**config.mk**
```make
export PLATFORM = sky130hd
export DESIGN_NAME = edge_pattern_gen_flat
export DESIGN_NICKNAME = d
export VERILOG_FILES = /design/src/rtl/edge_pattern_gen_if.sv /design/src/rtl/edge_pattern_gen.sv /design/src/flat_wrapper.sv
export SDC_FILE = /design/constraint.sdc
export NUM_CORES = 1
export LEC_CHECK = 0
export ABC_AREA = 1
export ABC_CLOCK_PERIOD_IN_PS = 2320
export CORE_MARGIN = 2
export CORE_UTILIZATION = 55
export CTS_BUF_LIST = sky130_fd_sc_hd__clkbuf_4
export DETAILED_ROUTE_END_ITERATION = 8
export PLACE_DENSITY = 0.78
export SLEW_MARGIN = 20
export SYNTH_ARGS = -nofsm -noshare
export SYNTH_HDL_FRONTEND = slang
export SYNTH_SLANG_ARGS = --single-unit
```
**constraint.sdc**
```tcl
create_clock -name clk -period 2.32 [get_ports clk]
set_clock_uncertainty 0.05 [all_clocks]
set_input_delay 0.696 -clock clk [delete_from_list [all_inputs] [get_ports clk]]
set_output_delay 0.696 -clock clk [all_outputs]
set_load 0.03 [all_outputs]
```
**src/rtl/edge_pattern_gen_if.sv**
```systemverilog
// Command and level bundle for edge_pattern_gen: the command handshake plus
// the generated level, its edge pulses and the status flags.
interface edge_pattern_gen_if #(
  parameter int HW = 8
);
  logic          cmd_valid;
  logic          cmd_ready;
  logic          cmd_dir;
  logic [HW-1:0] cmd_hold;
  logic          sig_out;
  logic          edge_pos;
  logic          edge_neg;
  logic          err_redundant;
  logic          busy;

  modport master (
    output cmd_valid, cmd_dir, cmd_hold,
    input  cmd_ready, sig_out, edge_pos, edge_neg, err_redundant, busy
  );

  modport slave (
    input  cmd_valid, cmd_dir, cmd_hold,
    output cmd_ready, sig_out, edge_pos, edge_neg, err_redundant, busy
  );
endinterface

```
**src/rtl/edge_pattern_gen.sv**
```systemverilog
// Edge pattern generator: queues rise/fall commands with hold times and
// drives a single level that produces exactly those edges, each new level
// held stable for max(hold, MIN_HOLD) cycles before the next edge.
module edge_pattern_gen #(
  parameter int   DEPTH      = 4,
  parameter int   HW         = 8,
  parameter int   MIN_HOLD   = 2,
  parameter logic INIT_LEVEL = 1'b0
) (
  input  logic                clk,
  input  logic                rst,
  edge_pattern_gen_if.slave   bus
);

  localparam int            AW       = $clog2(DEPTH);
  localparam int            CW       = AW + 1;
  localparam logic [HW-1:0] MIN_H    = HW'(MIN_HOLD);
  localparam logic [HW-1:0] ONE_H    = HW'(1);
  localparam logic [AW-1:0] ONE_P    = AW'(1);
  localparam logic [CW-1:0] ONE_C    = CW'(1);
  localparam logic [CW-1:0] FULL_CNT = CW'(DEPTH);

  typedef enum logic {IDLE = 1'b0, HOLD = 1'b1} state_t;

  // Effective hold: short or zero requests are stretched to MIN_HOLD so the
  // downstream detector always sees a clean level between edges.
  function automatic logic [HW-1:0] clamp_hold(input logic [HW-1:0] h);
    return (h < MIN_H) ? MIN_H : h;
  endfunction

  // Command FIFO: entry = {dir, hold}
  logic [HW:0]   fifo_mem [DEPTH];
  logic [AW-1:0] wr_ptr;
  logic [AW-1:0] rd_ptr;
  logic [CW-1:0] fifo_cnt;
  logic          fifo_empty;
  logic          fifo_full;
  logic          wr_en;

  // Sequencer
  state_t        state;
  state_t        state_nxt;
  logic [HW-1:0] cnt;
  logic [HW-1:0] cnt_nxt;
  logic          sig;
  logic          sig_nxt;
  logic          pos_r, neg_r, err_r;
  logic          pos_nxt, neg_nxt, err_nxt;
  logic          pop;
  logic          toggle;
  logic          head_dir;
  logic [HW-1:0] head_hold;

  assign fifo_empty = (fifo_cnt == '0);
  assign fifo_full  = (fifo_cnt == FULL_CNT);
  // Ready looks only at current occupancy: a pop this cycle does not free a
  // slot for a same-cycle write.
  assign bus.cmd_ready = !fifo_full && !rst;
  assign wr_en         = bus.cmd_valid && bus.cmd_ready;

  assign {head_dir, head_hold} = fifo_mem[rd_ptr];
  // The head is consumed whenever the sequencer is free to act on it.
  assign pop    = !fifo_empty && ((state == IDLE) || (cnt == '0));
  assign toggle = (head_dir != sig);

  // FIFO storage; contents need no reset since occupancy guards every read.
  always_ff @(posedge clk) begin
    if (wr_en) fifo_mem[wr_ptr] <= {bus.cmd_dir, bus.cmd_hold};
  end

  // FIFO pointers and occupancy; reset flushes the queue.
  always_ff @(posedge clk) begin
    if (rst) begin
      wr_ptr   <= '0;
      rd_ptr   <= '0;
      fifo_cnt <= '0;
    end else begin
      if (wr_en) wr_ptr <= wr_ptr + ONE_P;
      if (pop)   rd_ptr <= rd_ptr + ONE_P;
      case ({wr_en, pop})
        2'b10:   fifo_cnt <= fifo_cnt + ONE_C;
        2'b01:   fifo_cnt <= fifo_cnt - ONE_C;
        default: fifo_cnt <= fifo_cnt;
      endcase
    end
  end

  // State register plus registered level, counter and pulses.
  always_ff @(posedge clk) begin
    if (rst) begin
      state <= IDLE;
      cnt   <= '0;
      sig   <= INIT_LEVEL;
      pos_r <= 1'b0;
      neg_r <= 1'b0;
      err_r <= 1'b0;
    end else begin
      state <= state_nxt;
      cnt   <= cnt_nxt;
      sig   <= sig_nxt;
      pos_r <= pos_nxt;
      neg_r <= neg_nxt;
      err_r <= err_nxt;
    end
  end

  // Next state: a toggling pop enters or stays in HOLD; an expired hold with
  // nothing to toggle returns to IDLE.
  always_comb begin
    state_nxt = state;
    case (state)
      IDLE:    if (pop && toggle) state_nxt = HOLD;
      HOLD:    if ((cnt == '0) && !(pop && toggle)) state_nxt = IDLE;
      default: state_nxt = IDLE;
    endcase
  end

  // Outputs: apply or drop the popped command, otherwise run the hold down.
  always_comb begin
    cnt_nxt = cnt;
    sig_nxt = sig;
    pos_nxt = 1'b0;
    neg_nxt = 1'b0;
    err_nxt = 1'b0;
    if (pop) begin
      if (toggle) begin
        sig_nxt = head_dir;
        pos_nxt = head_dir;
        neg_nxt = !head_dir;
        cnt_nxt = clamp_hold(head_hold) - ONE_H;
      end else begin
        err_nxt = 1'b1;
        cnt_nxt = '0;
      end
    end else if ((state == HOLD) && (cnt != '0)) begin
      cnt_nxt = cnt - ONE_H;
    end
  end

  assign bus.sig_out       = sig;
  assign bus.edge_pos      = pos_r;
  assign bus.edge_neg      = neg_r;
  assign bus.err_redundant = err_r;
  assign bus.busy          = (state != IDLE) || !fifo_empty;

endmodule

```
**src/flat_wrapper.sv**
```systemverilog
// flat-port wrapper written by rule: the top's interface ports become plain ports
module edge_pattern_gen_flat 
#(
  parameter int   DEPTH      = 4,
  parameter int   HW         = 8,
  parameter int   MIN_HOLD   = 2,
  parameter logic INIT_LEVEL = 1'b0
)
  (clk, rst, bus_cmd_valid, bus_cmd_dir, bus_cmd_hold, bus_cmd_ready, bus_sig_out, bus_edge_pos, bus_edge_neg, bus_err_redundant, bus_busy);
  edge_pattern_gen_if #(.HW(HW)) bus_i ();
  input  logic clk;
  input  logic rst;
  input wire logic [$bits(bus_i.cmd_valid)-1:0] bus_cmd_valid;
  input wire logic [$bits(bus_i.cmd_dir)-1:0] bus_cmd_dir;
  input wire logic [$bits(bus_i.cmd_hold)-1:0] bus_cmd_hold;
  output wire logic [$bits(bus_i.cmd_ready)-1:0] bus_cmd_ready;
  output wire logic [$bits(bus_i.sig_out)-1:0] bus_sig_out;
  output wire logic [$bits(bus_i.edge_pos)-1:0] bus_edge_pos;
  output wire logic [$bits(bus_i.edge_neg)-1:0] bus_edge_neg;
  output wire logic [$bits(bus_i.err_redundant)-1:0] bus_err_redundant;
  output wire logic [$bits(bus_i.busy)-1:0] bus_busy;
  assign bus_i.cmd_valid = bus_cmd_valid;
  assign bus_i.cmd_dir = bus_cmd_dir;
  assign bus_i.cmd_hold = bus_cmd_hold;
  assign bus_cmd_ready = bus_i.cmd_ready;
  assign bus_sig_out = bus_i.sig_out;
  assign bus_edge_pos = bus_i.edge_pos;
  assign bus_edge_neg = bus_i.edge_neg;
  assign bus_err_redundant = bus_i.err_redundant;
  assign bus_busy = bus_i.busy;
  edge_pattern_gen #(.DEPTH(DEPTH), .HW(HW), .MIN_HOLD(MIN_HOLD), .INIT_LEVEL(INIT_LEVEL)) u_core (.clk(clk), .rst(rst), .bus(bus_i));
endmodule
```
==> summary.md <==
| Metric | Value |
|---|---|
| Fill cell count | `358` |
| Worst-Margin Slew | `roughly 0.39 ns` |
| Worst Path Required | `around 1.6 ns` |
| 1st-iter DRT viols | `~140` |
| WL final | `about 5.2 mm` |
| Chip width | `74.0 µm` |
| Synth-to-layout area growth | `19.0%` |
| Via density | `a little over 5` |
| Final RePlAce weighted congestion | `0.823` |
| Syn Nets | `between 300 and 400` |
| CTS tree | `built` |
| DRT Pass-1 Iters | `5` |
| Commonest non-fill, non-tap cell in the layout | `nand2_1` |
| Initial Util | `0.571` |
| Number of global-route vias before repair | `1960` |
| First-pass GRT wire length | `~8.6 mm` |
| Inst Count DP | `377` |
| Setup Slack @ Placement | `-0.234 ns` |
| Initial antenna violation count | `0` |
| Worst setup EP type | `primary output` |
| CP arrival | `about 1.5 ns` |
| DP HPWL | `3.74 mm` |
| # nets final | `~340` |
| Setup violators final | `0` |
| Most frequent cells in the layout | `nand2_1 (66), edfxtp_1 (36), inv_1 (24)` |
| Power density of the placed cells | `between 1000 and 1500 mW/mm²` |
| DRC viols | `0` |
| Internal power contribution | `approximately 2300 µW` |
| Port bufs | `17` |
| DRT antenna net count | `0` |
| Hold Buf Count CTS | `0` |
| Seq/Total Area, Yosys | `0.564` |
| Synthesized flop and latch total | `a little under 60` |
| Avg Inst Size Synth | `between 9 and 10 µm²` |
| Rel. slew slack | `0.737` |
| Post-layout min period | `roughly 2.3 ns` |
| H-tree Lvls | `3` |
| Clock tree buffer depth | `2` |
| Synth cell types | `33` |
| Cell Area, Synth | `0.00270 mm²` |
| Die area | `between 0.005 and 0.006 mm²` |
| Switching share of power | `0.418` |
| Clk_lat worst skew | `0.40 ns` |
| Pwr Total | `3980 µW` |
| Ys Warns | `0` |
| Avg WL per Cell | `~13 µm` |
| Fraction of final layout cells sized beyond drive strength 1 | `0.199` |
| Clock network power share | `0.168` |
| Via count | `approximately 2000` |
| Ports | `18` |
| CP Class | `in -> out` |
| Crit path max fanout | `2` |
| Gr usage total | `0.213` |
| Post-Syn Instances | `281` |
| Gate power share | `0.487` |
| Fin area | `roughly 0.0032 mm²` |
| Largest net degree at the start of global routing | `19` |
| Finished Layout Cells | `between 300 and 400` |
| Std cell rows | `25` |
| Clock tree sinks | `a little under 60` |
| Lkg Pwr | `roughly 0.0013 µW` |
| Peak VDD IR | `between 0.6 and 0.7 mV` |
| Achievable Freq | `between 400 and 500 MHz` |
| Reg area | `between 0.0015 and 0.002 mm²` |
| Die Y | `about 74 µm` |
| Sw power | `approximately 1700 µW` |
| ANT cells | `0` |
| Final hold violation count | `0` |
| Multi-input combinational cell area | `between 0.001 and 0.0015 mm²` |
| Status | `finished, final reports clean` |
| Clk root buf | `clkbuf_4` |
| Clock Pin Slew Worst Setup and Hold Paths | `around 0.09 ns` |
| Core area | `roughly 0.0047 mm²` |
| Final period utilization | `0.980` |
| Share of power burned in registers | `0.345` |
| Placed standard-cell area | `0.00306 mm²` |
| Slew Viols, Final | `0` |
| Post-route setup slack | `roughly 0.046 ns` |
| GR Overflow Total | `0` |
| MaxCap Viol Count | `0` |
| Hold Crit Class | `reg -> reg` |
| TritonCTS buffer count | `9` |
| CP Launch Type | `input port` |
-- per-stage QoR --
step	setup TNS, ns	util	hold slack (ns)
2_1_floorplan	0	-	0.386
3_3_place_gp	-0.184	0.647	0.401
3_5_place_dp	-0.280	0.647	0.415
4_1_cts	0	0.674	0.442
5_1_grt	-0.00377	0.680	0.467
6_report	0	0.680	0.438
-- power by group through the flow --
stage                     Combinational (µW)  Sequential (µW)  Clock, µW
after floorplan                         1360             1400          0
after detailed placement                1880             1390          0
after global routing                    2160             1390        730
after CTS                               1890             1370        684
after global placement                  1820             1390          0
final                                   1940             1380        668
-- state kept, by name, summed over array words and instances, names as in the netlist, named ones only --
register / flops
u_core.fifo_mem: 36
u_core.cnt: 8
u_core.fifo_cnt: 3
u_core.rd_ptr: 2
u_core.wr_ptr: 2
u_core.bus.edge_neg: 1
u_core.bus.edge_pos: 1
u_core.bus.err_redundant: 1
u_core.bus.sig_out: 1
u_core.state: 1
-- logic make-up (layout without fill, tap and decap cells) --
group                      count (synthesis)  after routing  synth area share
and+or+nand+nor                          127            127             0.215
DFF                                       58             58             0.564
AOI/OAI and AO/OA                         46             46            0.0974
buffers and inverters                     34             79            0.0580
adders and majority gates                  8              8            0.0399
xor gates and xnor gates                   8              8            0.0260
-- final timing paths --
check,endpoint,start,slack (ns),cells after the start
max,bus_cmd_ready,rst,0.05,3
max reg2reg,u_core.cnt[6]$_SDFFE_PP0P_,flip-flop,0.18,15
min reg2reg,flip-flop,u_core.rd_ptr[0]$_SDFFE_PP0P_,0.44,1
min,flip-flop,u_core.rd_ptr[0]$_SDFFE_PP0P_,0.44,1
-- metal layers --
layer | GRT usage | up-vias | share of wire
li1 | - | 1031 | -
met1 | 0.266 | 943 | 0.44
met2 | 0.341 | 41 | 0.50
met3 | 0.0610 | 17 | 0.037
met4 | 0.103 | 0 | 0.023
met5 | 0 | - | 0
-- synthesized netlist by cell type --
cell type  number  area, µm²
o21a_1          1       7.51
or2_2           1       6.26
a21boi_0        1       7.51
o21ai_4         1       16.3
nand2_1        67        251
ha_1            7       87.6
o21ai_0        18       90.1
fa_1            1       20.0
nor2_1         18       67.6
o21ai_1         4       20.0
nand3_1        23        115
dfxtp_1        22        440
xnor2_1         3       26.3
nor2_8          1       20.0
xor2_1          5       43.8
edfxtp_1       36       1080
nand4_1         2       12.5
buf_2           1       5.00
a221oi_2        1       15.0
nand2_2         8       50.1
buf_1           1       3.75
nand2_4         1       11.3
inv_1          25       93.8
buf_6           3       33.8
clkbuf_1        1       3.75
a31oi_1         2       12.5
nor2_2          2       12.5
inv_6           1       8.76
nor2_4          2       22.5
inv_2           2       7.51
a21oi_2         1       8.76
nor3_1          2       10.0
a21oi_1        17       85.1
-- worst max-delay path, stage by stage --
cell and delay (ns):
clkdlybuf4s50_1 0.47, a31oi_4 0.18, buf_4 0.18
-- cell type report --
type	count	share of cell area
flip-flops and latches	58	0.475
inverters	28	0.0343
multi-input cells	189	0.330
clock buffers	9	0.0210
repair buffers	35	0.0943
well taps	67	0.0261
clock inverters	7	0.0187
-- what timing repair did --
action	in CTS	in global routing
pin swaps	0	2
resized for setup	6	14
endpoints found under the setup margin	1	6
buffers inserted	0	0
(Power assumes the default switching activity.)
==> edit, RTL diff (same settings) <==
`INIT_LEVEL` is set to 1'b0 in 2 places; all go to 1'b1.
--- a/src/rtl/edge_pattern_gen.sv
+++ b/src/rtl/edge_pattern_gen.sv
@@ -7,3 +7,3 @@
   parameter int   MIN_HOLD   = 2,
-  parameter logic INIT_LEVEL = 1'b0
+  parameter logic INIT_LEVEL = 1'b1
 ) (
--- a/src/flat_wrapper.sv
+++ b/src/flat_wrapper.sv
@@ -6,3 +6,3 @@
   parameter int   MIN_HOLD   = 2,
-  parameter logic INIT_LEVEL = 1'b0
+  parameter logic INIT_LEVEL = 1'b1
 )
Formal check against the unedited RTL: not equivalent (Yosys sat finds a counterexample within 4 cycles, from zero or initial values and one cycle with rst high).
==> edit against the original RTL <==
- synthesized area rose by 0.93%
- sequential cell count unchanged
- total power increased by 6.6%
- setup slack gained 0.020 ns
- sequential share of layout area fell by 1.0 points
- routed wire length grew 4.5%
- final area increased by 2.3%
- critical path type is now flop to primary output
- largest cell class unchanged
==> edit: results (changes against the original RTL) <==
| Metric | Value |
|---|---|
| End of the critical path | `bus_sig_out` |
| DR pass1 iterations | `4 (-1)` |
| Synth Net Count | `294 (-2.3%)` |
| Post-CTS setup buffers | `1 (+1)` |
| CP max-delay cell | `clkdlybuf4s50_1` |
| DR iter-0 viols | `90 (-35%)` |
| Synth Area in Adders | `3.952% (-0.037 points)` |
| Avg Vias per Cell | `5.121 (-0.95%)` |
| First-pass GRT wire length | `9.073 mm (+6.0%)` |
| Register area share after synthesis | `55.88% (-0.52 points)` |
| Worst-path fanout max | `3 (+1)` |
| Fin nets | `336 (-1.5%)` |
| Part of the cycle the worst path needs | `97.15% (-0.85 points)` |
| Maximum vdd drop | `0.6533 mV (-4.2%)` |
| Lkg Pwr | `1.280 nW (-1.1%)` |
| Sw Share | `41.14% (-0.64 points)` |
| Netlist cell types | `35 (+6.1%)` |
| R2r endpoint | `u_core.fifo_cnt[2]` |
| Worst Path Arrival | `1.51 ns (-0.02 ns)` |
| PwrDens | `1292 nW/µm² (+4.1%)` |
| Pre-CTS setup slack | `-0.2667 ns (-0.03230 ns)` |
| CP Launch Point | `u_core.bus.sig_out` |
| Number of port buffers | `17 (unchanged)` |
| DPL Wire Length | `3.751 mm (+0.28%)` |
| Total GRT Usage | `22.80% (+1.5 points)` |
| Hold path start | `u_core.rd_ptr[1]` |
| Hold depth | `2 (+1)` |
| Commonest cells in the synthesized netlist | `nand2_1, edfxtp_1, o21ai_0` |
| Reg2reg setup slack | `0.15 ns (-0.03 ns)` |
| Clock power frac | `19.8% (+3.0 points)` |
| Status | `complete, no violations` |
| Cts repair resizes | `9 (+3)` |
| Share of cells above drive strength 1 | `24.61% (+4.7 points)` |
| Synth Area in XOR/XNOR | `3.171% (+0.57 points)` |
| Top cells by area, synth | `edfxtp_1, dfxtp_1, nand2_1` |
| Synth Instances | `274 (-2.5%)` |
| Placed Area | `3069 µm² (+0.45%)` |
| Placer Congestion | `0.8985 (+9.2%)` |
edit: cell count changes in the layout (fill, tap and decap cells not counted), sizes merged, moves of 2 or more:
cell	delta
clkinv	-2
inv	-3
nand2	-7
nand3	-3
o21ai	+5
edit: cell families (layout without fill, tap and decap cells):
family          Yosys count  count (layout)
compound gates           50              50
flops                    58              58
xor+xnor                  9               9
fa+ha+maj                 8               8
buf+inv                  30              77
simple gates            119             119
edit: cell type report:
cell class	instances	area (µm²)
tap	67	83.83
fill	360	1469
clock inverter	7	102.6
sequential	58	1526
inverter	24	97.59
clock buffer	9	67.56
timing repair buffer	37	315.3
multi-input combinational	186	1092
edit: layer usage:
metal / routed length (µm) / track usage (%) / vias to the layer above / share of wire [%]
met4: 73 / 8.929 / 0 / 1.3
met1: 2313 / 26.79 / 933 / 43
met5: 0 / 0 / - / 0
li1: - / - / 1012 / -
met3: 207 / 7.453 / 6 / 3.8
met2: 2834 / 38.99 / 36 / 52
